`src/rtl/xyolo_macc_pipe.sv`:
```
// Streaming signed MACC / max-pool unit with bias seeding, shift, activation and saturation.
// Each group of cfg_len accepted operand pairs reduces to one output word; cfg_groups words per run.
module xyolo_macc_pipe #(
  parameter int unsigned DATA_W  = 16,
  parameter int unsigned OUT_W   = 16,
  parameter int unsigned GUARD_W = 8,
  parameter int unsigned LEN_W   = 12,
  parameter int unsigned SHIFT_W = 6
) (
  input  logic               clk,
  input  logic               rst,
  input  logic               run,
  input  logic [LEN_W-1:0]   cfg_len,
  input  logic [LEN_W-1:0]   cfg_groups,
  input  logic [SHIFT_W-1:0] cfg_shift,
  input  logic               cfg_bias_en,
  input  logic [1:0]         cfg_act,
  input  logic               cfg_sat_en,
  input  logic               cfg_maxpool,
  input  logic               in_valid,
  output logic               in_ready,
  input  logic [DATA_W-1:0]  op_a,
  input  logic [DATA_W-1:0]  op_b,
  input  logic [DATA_W-1:0]  bias,
  output logic               out_valid,
  output logic [OUT_W-1:0]   out_data,
  output logic               busy,
  output logic               done
);

  localparam int unsigned PROD_W = 2 * DATA_W;
  localparam int unsigned ACC_W  = PROD_W + GUARD_W;
  localparam logic signed [ACC_W-1:0] SAT_MAX = {{(ACC_W-OUT_W+1){1'b0}}, {(OUT_W-1){1'b1}}};
  localparam logic signed [ACC_W-1:0] SAT_MIN = {{(ACC_W-OUT_W+1){1'b1}}, {(OUT_W-1){1'b0}}};

  typedef enum logic [1:0] {ST_IDLE, ST_RUN, ST_DRAIN, ST_DONE} state_e;

  state_e               state_q, state_d;
  logic [LEN_W-1:0]     elem_q, elem_d, grp_q, grp_d;
  logic [LEN_W-1:0]     len_q, groups_q;
  logic [SHIFT_W-1:0]   shift_q;
  logic [1:0]           act_q;
  logic                 bias_en_q, sat_en_q, maxpool_q;
  logic                 accept, elem_last, grp_last, pipe_busy;

  logic                     s1_v_q, s1_first_q, s1_last_q;
  logic signed [DATA_W-1:0] s1_a_q, s1_b_q, s1_bias_q;
  logic                     s2_v_q, s2_first_q, s2_last_q;
  logic signed [PROD_W-1:0] s2_val_q, s2_val_d;
  logic signed [ACC_W-1:0]  s2_seed_q, s2_seed_d;
  logic                     s3_v_q, s3_last_q;
  logic signed [ACC_W-1:0]  acc_q, acc_d, s3_in;
  logic signed [ACC_W-1:0]  post_shift, post_act;
  logic                     out_valid_q, out_valid_d;
  logic [OUT_W-1:0]         out_data_q, out_data_d, post_res;

  assign in_ready  = (state_q == ST_RUN);
  assign busy      = (state_q != ST_IDLE);
  assign done      = (state_q == ST_DONE);
  assign out_valid = out_valid_q;
  assign out_data  = out_data_q;

  assign accept    = in_valid & in_ready;
  assign elem_last = (elem_q == len_q - LEN_W'(1));
  assign grp_last  = (grp_q == groups_q - LEN_W'(1));
  assign pipe_busy = s1_v_q | s2_v_q | s3_v_q | out_valid_q;

  // Run sequencing and element/group counting
  always_comb begin
    state_d = state_q;
    elem_d  = elem_q;
    grp_d   = grp_q;
    case (state_q)
      ST_IDLE: begin
        elem_d = '0;
        grp_d  = '0;
        if (run) begin
          if (cfg_len == '0 || cfg_groups == '0) state_d = ST_DONE;
          else                                   state_d = ST_RUN;
        end
      end
      ST_RUN: begin
        if (accept) begin
          if (elem_last) begin
            elem_d = '0;
            grp_d  = grp_q + LEN_W'(1);
            if (grp_last) state_d = ST_DRAIN;
          end else begin
            elem_d = elem_q + LEN_W'(1);
          end
        end
      end
      ST_DRAIN: if (!pipe_busy) state_d = ST_DONE;
      ST_DONE:  state_d = ST_IDLE;
      default:  state_d = ST_IDLE;
    endcase
  end

  always_ff @(posedge clk) begin
    if (rst) begin
      state_q <= ST_IDLE;
      elem_q  <= '0;
      grp_q   <= '0;
    end else begin
      state_q <= state_d;
      elem_q  <= elem_d;
      grp_q   <= grp_d;
    end
  end

  // Configuration is frozen for the whole run
  always_ff @(posedge clk) begin
    if (rst) begin
      len_q     <= '0;
      groups_q  <= '0;
      shift_q   <= '0;
      act_q     <= '0;
      bias_en_q <= 1'b0;
      sat_en_q  <= 1'b0;
      maxpool_q <= 1'b0;
    end else if (state_q == ST_IDLE && run) begin
      len_q     <= cfg_len;
      groups_q  <= cfg_groups;
      shift_q   <= cfg_shift;
      act_q     <= cfg_act;
      bias_en_q <= cfg_bias_en;
      sat_en_q  <= cfg_sat_en;
      maxpool_q <= cfg_maxpool;
    end
  end

  // S2: product (or passthrough of op_a for max-pool) and pre-shifted seed
  always_comb begin
    s2_val_d  = maxpool_q ? PROD_W'(s1_a_q) : PROD_W'(s1_a_q) * PROD_W'(s1_b_q);
    s2_seed_d = '0;
    if (bias_en_q) s2_seed_d = ACC_W'(s1_bias_q) <<< shift_q;
  end

  // S3: accumulate or running maximum; accumulator wraps silently
  always_comb begin
    s3_in = ACC_W'(s2_val_q);
    acc_d = acc_q;
    if (s2_v_q) begin
      if (maxpool_q) acc_d = (s2_first_q || s3_in > acc_q) ? s3_in : acc_q;
      else           acc_d = (s2_first_q ? s2_seed_q : acc_q) + s3_in;
    end
  end

  // S4: shift, activation, then saturate or truncate
  always_comb begin
    post_shift = acc_q >>> shift_q;
    case (act_q)
      2'd1:    post_act = post_shift[ACC_W-1] ? (post_shift >>> 3) : post_shift;
      2'd2:    post_act = post_shift[ACC_W-1] ? '0 : post_shift;
      default: post_act = post_shift;
    endcase
    post_res = post_act[OUT_W-1:0];
    if (sat_en_q) begin
      if (post_act > SAT_MAX)      post_res = SAT_MAX[OUT_W-1:0];
      else if (post_act < SAT_MIN) post_res = SAT_MIN[OUT_W-1:0];
    end
    out_valid_d = s3_v_q & s3_last_q;
    out_data_d  = out_valid_d ? post_res : out_data_q;
  end

  always_ff @(posedge clk) begin
    if (rst) begin
      s1_v_q      <= 1'b0;
      s1_first_q  <= 1'b0;
      s1_last_q   <= 1'b0;
      s2_v_q      <= 1'b0;
      s2_first_q  <= 1'b0;
      s2_last_q   <= 1'b0;
      s3_v_q      <= 1'b0;
      s3_last_q   <= 1'b0;
      acc_q       <= '0;
      out_valid_q <= 1'b0;
      out_data_q  <= '0;
    end else begin
      s1_v_q      <= accept;
      s1_first_q  <= (elem_q == '0);
      s1_last_q   <= elem_last;
      s2_v_q      <= s1_v_q;
      s2_first_q  <= s1_first_q;
      s2_last_q   <= s1_last_q;
      s3_v_q      <= s2_v_q;
      s3_last_q   <= s2_last_q;
      acc_q       <= acc_d;
      out_valid_q <= out_valid_d;
      out_data_q  <= out_data_d;
    end
  end

  // Datapath registers without reset; qualified by the valid pipeline
  always_ff @(posedge clk) begin
    if (accept) begin
      s1_a_q    <= $signed(op_a);
      s1_b_q    <= $signed(op_b);
      s1_bias_q <= $signed(bias);
    end
    if (s1_v_q) begin
      s2_val_q  <= s2_val_d;
      s2_seed_q <= s2_seed_d;
    end
  end

endmodule

```
`config.mk`:
```
export PLATFORM = sky130hd
export DESIGN_NAME = xyolo_macc_pipe
export DESIGN_NICKNAME = d
export VERILOG_FILES = /design/src/rtl/xyolo_macc_pipe.sv
export SDC_FILE = /design/constraint.sdc
export NUM_CORES = 2
export LEC_CHECK = 0
export CORE_ASPECT_RATIO = 1.25
export CORE_UTILIZATION = 50
export CTS_CLUSTER_DIAMETER = 100
export CTS_CLUSTER_SIZE = 14
export DETAILED_ROUTE_END_ITERATION = 7
export PLACE_DENSITY = 0.72
export SLEW_MARGIN = 0
export SYNTH_ARGS = -nofsm -noshare
export SYNTH_HDL_FRONTEND = slang
export SYNTH_SLANG_ARGS = --single-unit
```
`constraint.sdc`:
```
create_clock -name clk -period 14.8 [get_ports clk]
set_input_delay 2.96 -clock clk [delete_from_list [all_inputs] [get_ports clk]]
set_output_delay 2.96 -clock clk [all_outputs]
set_load 0.01 [all_outputs]
```
==> flow_metrics.py <==
metrics = {
    "timing": {
        "rsz0062_at_grt": "no",
        "layout_setup_ws_ns": 7.69,
        "drv_slew": 0,
        "hold_viol_final": 0,
        "setup_viol": 0,
        "slew_headroom_pct": 21.5,
        "period_needed_ns": 7.11,
        "finalSetupTns_ns": 0,
        "skew_ns": 0.0227,
        "fmax_ghz": 0.141,
        "worst_slew_pin_slew_ns": 1.18,
        "fin_crit_sh_pct": 48.0,
    },
    "worst_setup_path": {
        "crit_path_frequent_cell": "fa_1",
        "crit_buf_inv": 3,
        "cp_slowest_cell": "fa_1",
        "critical-path-max-stage-delay_ns": 1.00,
        "reg2reg_setup_slack_ns": 7.69,
        "cp_top_family": "adder cells",
        "crit_required_ns": 15.05,
        "end_kind": "flip-flop",
        "arrival_ns": 7.36,
        "start_kind": "flip-flop",
        "cp_cell_sequence": "nand2_1 -> fa_1 -> inv_1 -> fa_1 -> fa_1 -> fa_1 -> fa_1 -> inv_1 -> fa_1 -> inv_1 -> ha_1 -> a21oi_1 -> o21bai_1 -> a21o_1 -> a21o_1 -> a2111oi_0 -> o211ai_1 -> o211ai_1 -> o21ai_0 -> xnor2_1 -> o21ai_0",
        "crit_type": "reg2reg",
        "cp_max_fo": 16,
    },
    "layout": {
        "n_fill_cell": 5118,
        "area_growth_pct": 7.04,
        "drive_gt1_share_pct": 5.91,
        "seqCellArea_sq_um": 6150,
        "n_antenna_cell": 0,
        "multiInputGateArea_sq_um": 19800,
        "fin_cells": 3957,
        "nets": 3723,
    },
    "clock_network": {
        "cts_resized": 0,
        "clk_latency_ns": 0.53,
        "cts_tree": "yes",
        "clock_sinks": 246,
        "ctsRootBufferMaster": "clkbuf_16",
        "postCtsSetupRepairBufs": 0,
        "ctsHtreeMaxLevel": 1,
        "cts_buffers": 21,
        "path_clk_slew_ns": 0.08,
        "cts_hold_buf": 0,
        "clock_path_buffers": 3,
    },
    "grt": {
        "grtUsageMet3_pct": 2.24,
        "antenna_found_initial": 0,
        "overflow": 0,
        "grt_pass1_wl_um": 125000,
        "grt_start_max_net_pins": 92,
        "grtUsageMet1_pct": 33.3,
        "grt.total_usage_pct": 27.3,
        "grt_pass1_vias": 23300,
        "busiest_layer": "met2",
        "met2_usage_pct": 48.1,
    },
    "placement": {
        "dp_cells": 3920,
        "io_buffers": 106,
        "hpwlAfterDp_um": 60200,
        "pre_cts_slack_ns": 7.66,
        "gp_congestion": 0.971,
    },
    "floorplanning": {
        "die-height_um": 268,
        "fp.dieArea_sq_um": 57600,
        "die_width_um": 215,
        "rows": 97,
        "core_sq_um": 55900,
        "pin_count": 107,
        "initial_utilization_pct": 50.6,
    },
    "drt": {
        "postRouteWirelength_um": 78100,
        "vias": 23200,
        "first_pass_iters": 5,
        "vias_per_cell": 5.86,
        "wire_per_inst_um": 19.7,
        "first_iter_violations": 1536,
        "final_antenna_net_count": 0,
        "drc": 0,
    },
    "yosys": {
        "yosys_warnings": 0,
        "ys_seq_area_share_pct": 21.6,
        "yosysTopAreaCell": "fa_1",
        "avgSynthCellArea_sq_um": 8.74,
        "synthCells": 3236,
        "synth_ff_type": "dfxtp_1",
        "ys_types": 94,
        "synth_top_area_share_pct": 18.6,
        "synthArstFlopShare_pct": 0,
        "yosys-top-cells-count": "inv_1, nand2_1, fa_1",
        "syn-cell-area_sq_um": 28300,
        "synth.most_common_cell": "inv_1",
        "synth-seq-cells": 246,
        "synth.area.top_cells": "fa_1, edfxtp_1, dfxtp_1",
        "syn-num-nets": 3758,
        "synth_edf_count": 120,
    },
    "run": {
        "max_cap_viol_count": 0,
    },
    "min_path": {
        "hold_path.class": "reg2reg",
    },
    "outcome": {
        "status": "finished, final reports clean",
    },
}
[registers in the layout, indices dropped and copies added (netlist names), 16 cells and up]
register,count
s1_a_q,16
s1_bias_q,16
s2_val_q,32
s1_b_q,16
out_data,16
acc_q,40
s2_seed_q,40
[routing by layer]
metal | wire length, um | vias up
li1 | - | 10900
met1 | 31100 | 11300
met2 | 38900 | 785
met3 | 3760 | 203
met4 | 4310 | 0
met5 | 0 | -
[path summary, 6_finish.rpt]
check        depth (start not counted)             startpoint                      to
max                                 21    s1_b_q[5]$_DFFE_PP_  s2_val_q[31]$_DFFE_PP_
min                                  1  s1_first_q$_SDFF_PP0_   s2_first_q$_SDFF_PP0_
max reg2reg                         21    s1_b_q[5]$_DFFE_PP_  s2_val_q[31]$_DFFE_PP_
min reg2reg                          1  s1_first_q$_SDFF_PP0_   s2_first_q$_SDFF_PP0_
[placed cells by master (no fill, tap or decap), drive strengths merged, types with 19 or more instances in the layout]
cell / Yosys / routed
mux2: 32 / 32
xor2: 49 / 49
nand2: 394 / 394
xnor2: 60 / 60
o21ai: 172 / 172
a21o: 52 / 52
ha: 172 / 172
a31oi: 33 / 33
mux2i: 49 / 49
nor2b: 29 / 29
clkbuf: 126 / 34
inv: 408 / 409
dfxtp: 126 / 126
clkdlybuf4s50: 0 / 105
nand4: 28 / 28
o21a: 22 / 22
o211ai: 21 / 21
edfxtp: 120 / 120
nand3: 46 / 46
nor2: 201 / 201
mux4: 64 / 64
nand2b: 25 / 25
a211oi: 48 / 48
and2: 150 / 150
buf: 63 / 26
nor3: 54 / 54
nor4: 19 / 19
a21oi: 203 / 203
fa: 263 / 263
[kinds of logic (layout without fill, tap and decap cells)]
logic type | after synthesis | count (layout) | synth area share (%)
XOR/XNOR | 109 | 109 | 3.37
multiplexers | 145 | 145 | 8.10
AND/OR/NAND/NOR | 1016 | 1016 | 17.1
adder cells (fa/ha/maj) | 435 | 435 | 26.2
buffers and inverters | 599 | 578 | 8.29
AO/OA/AOI/OAI | 686 | 686 | 15.3
flip-flops | 246 | 246 | 21.6
[layout make-up]
type	instances	area share (%)
clock inverter	3	0.0620
timing repair buffer	131	4.11
sequential	246	20.3
tap	742	3.06
inverter	410	5.08
multi-input combinational	2391	65.5
clock buffer	34	1.90
[worst register-to-register path: stages, from the launching register on]
cell       delay [ns]
edfxtp_1         0.63
nand2_1          0.21
fa_1             0.59
inv_1            0.07
fa_1             1.00
fa_1             0.54
fa_1             0.47
fa_1             0.55
inv_1            0.06
fa_1             0.53
inv_1            0.04
ha_1             0.35
a21oi_1          0.18
o21bai_1         0.08
a21o_1           0.21
a21o_1           0.18
a2111oi_0        0.40
o211ai_1         0.19
o211ai_1         0.18
o21ai_0          0.15
xnor2_1          0.15
o21ai_0          0.08
[stage by stage]
stage / instance area, sq um / hold WS, ns / utilization, %
global placement: 29700 / 0.415 / 53.1
global route: 30300 / 0.456 / 54.1
CTS: 30300 / 0.456 / 54.1
floorplan: 28300 / 0.414 / -
detailed placement: 29700 / 0.442 / 53.1
finish: 30300 / 0.450 / 54.1
Power is left out: the tool's default activity adds up to more than one toggle a clock period on the data nets, which glitch-free logic cannot reach.
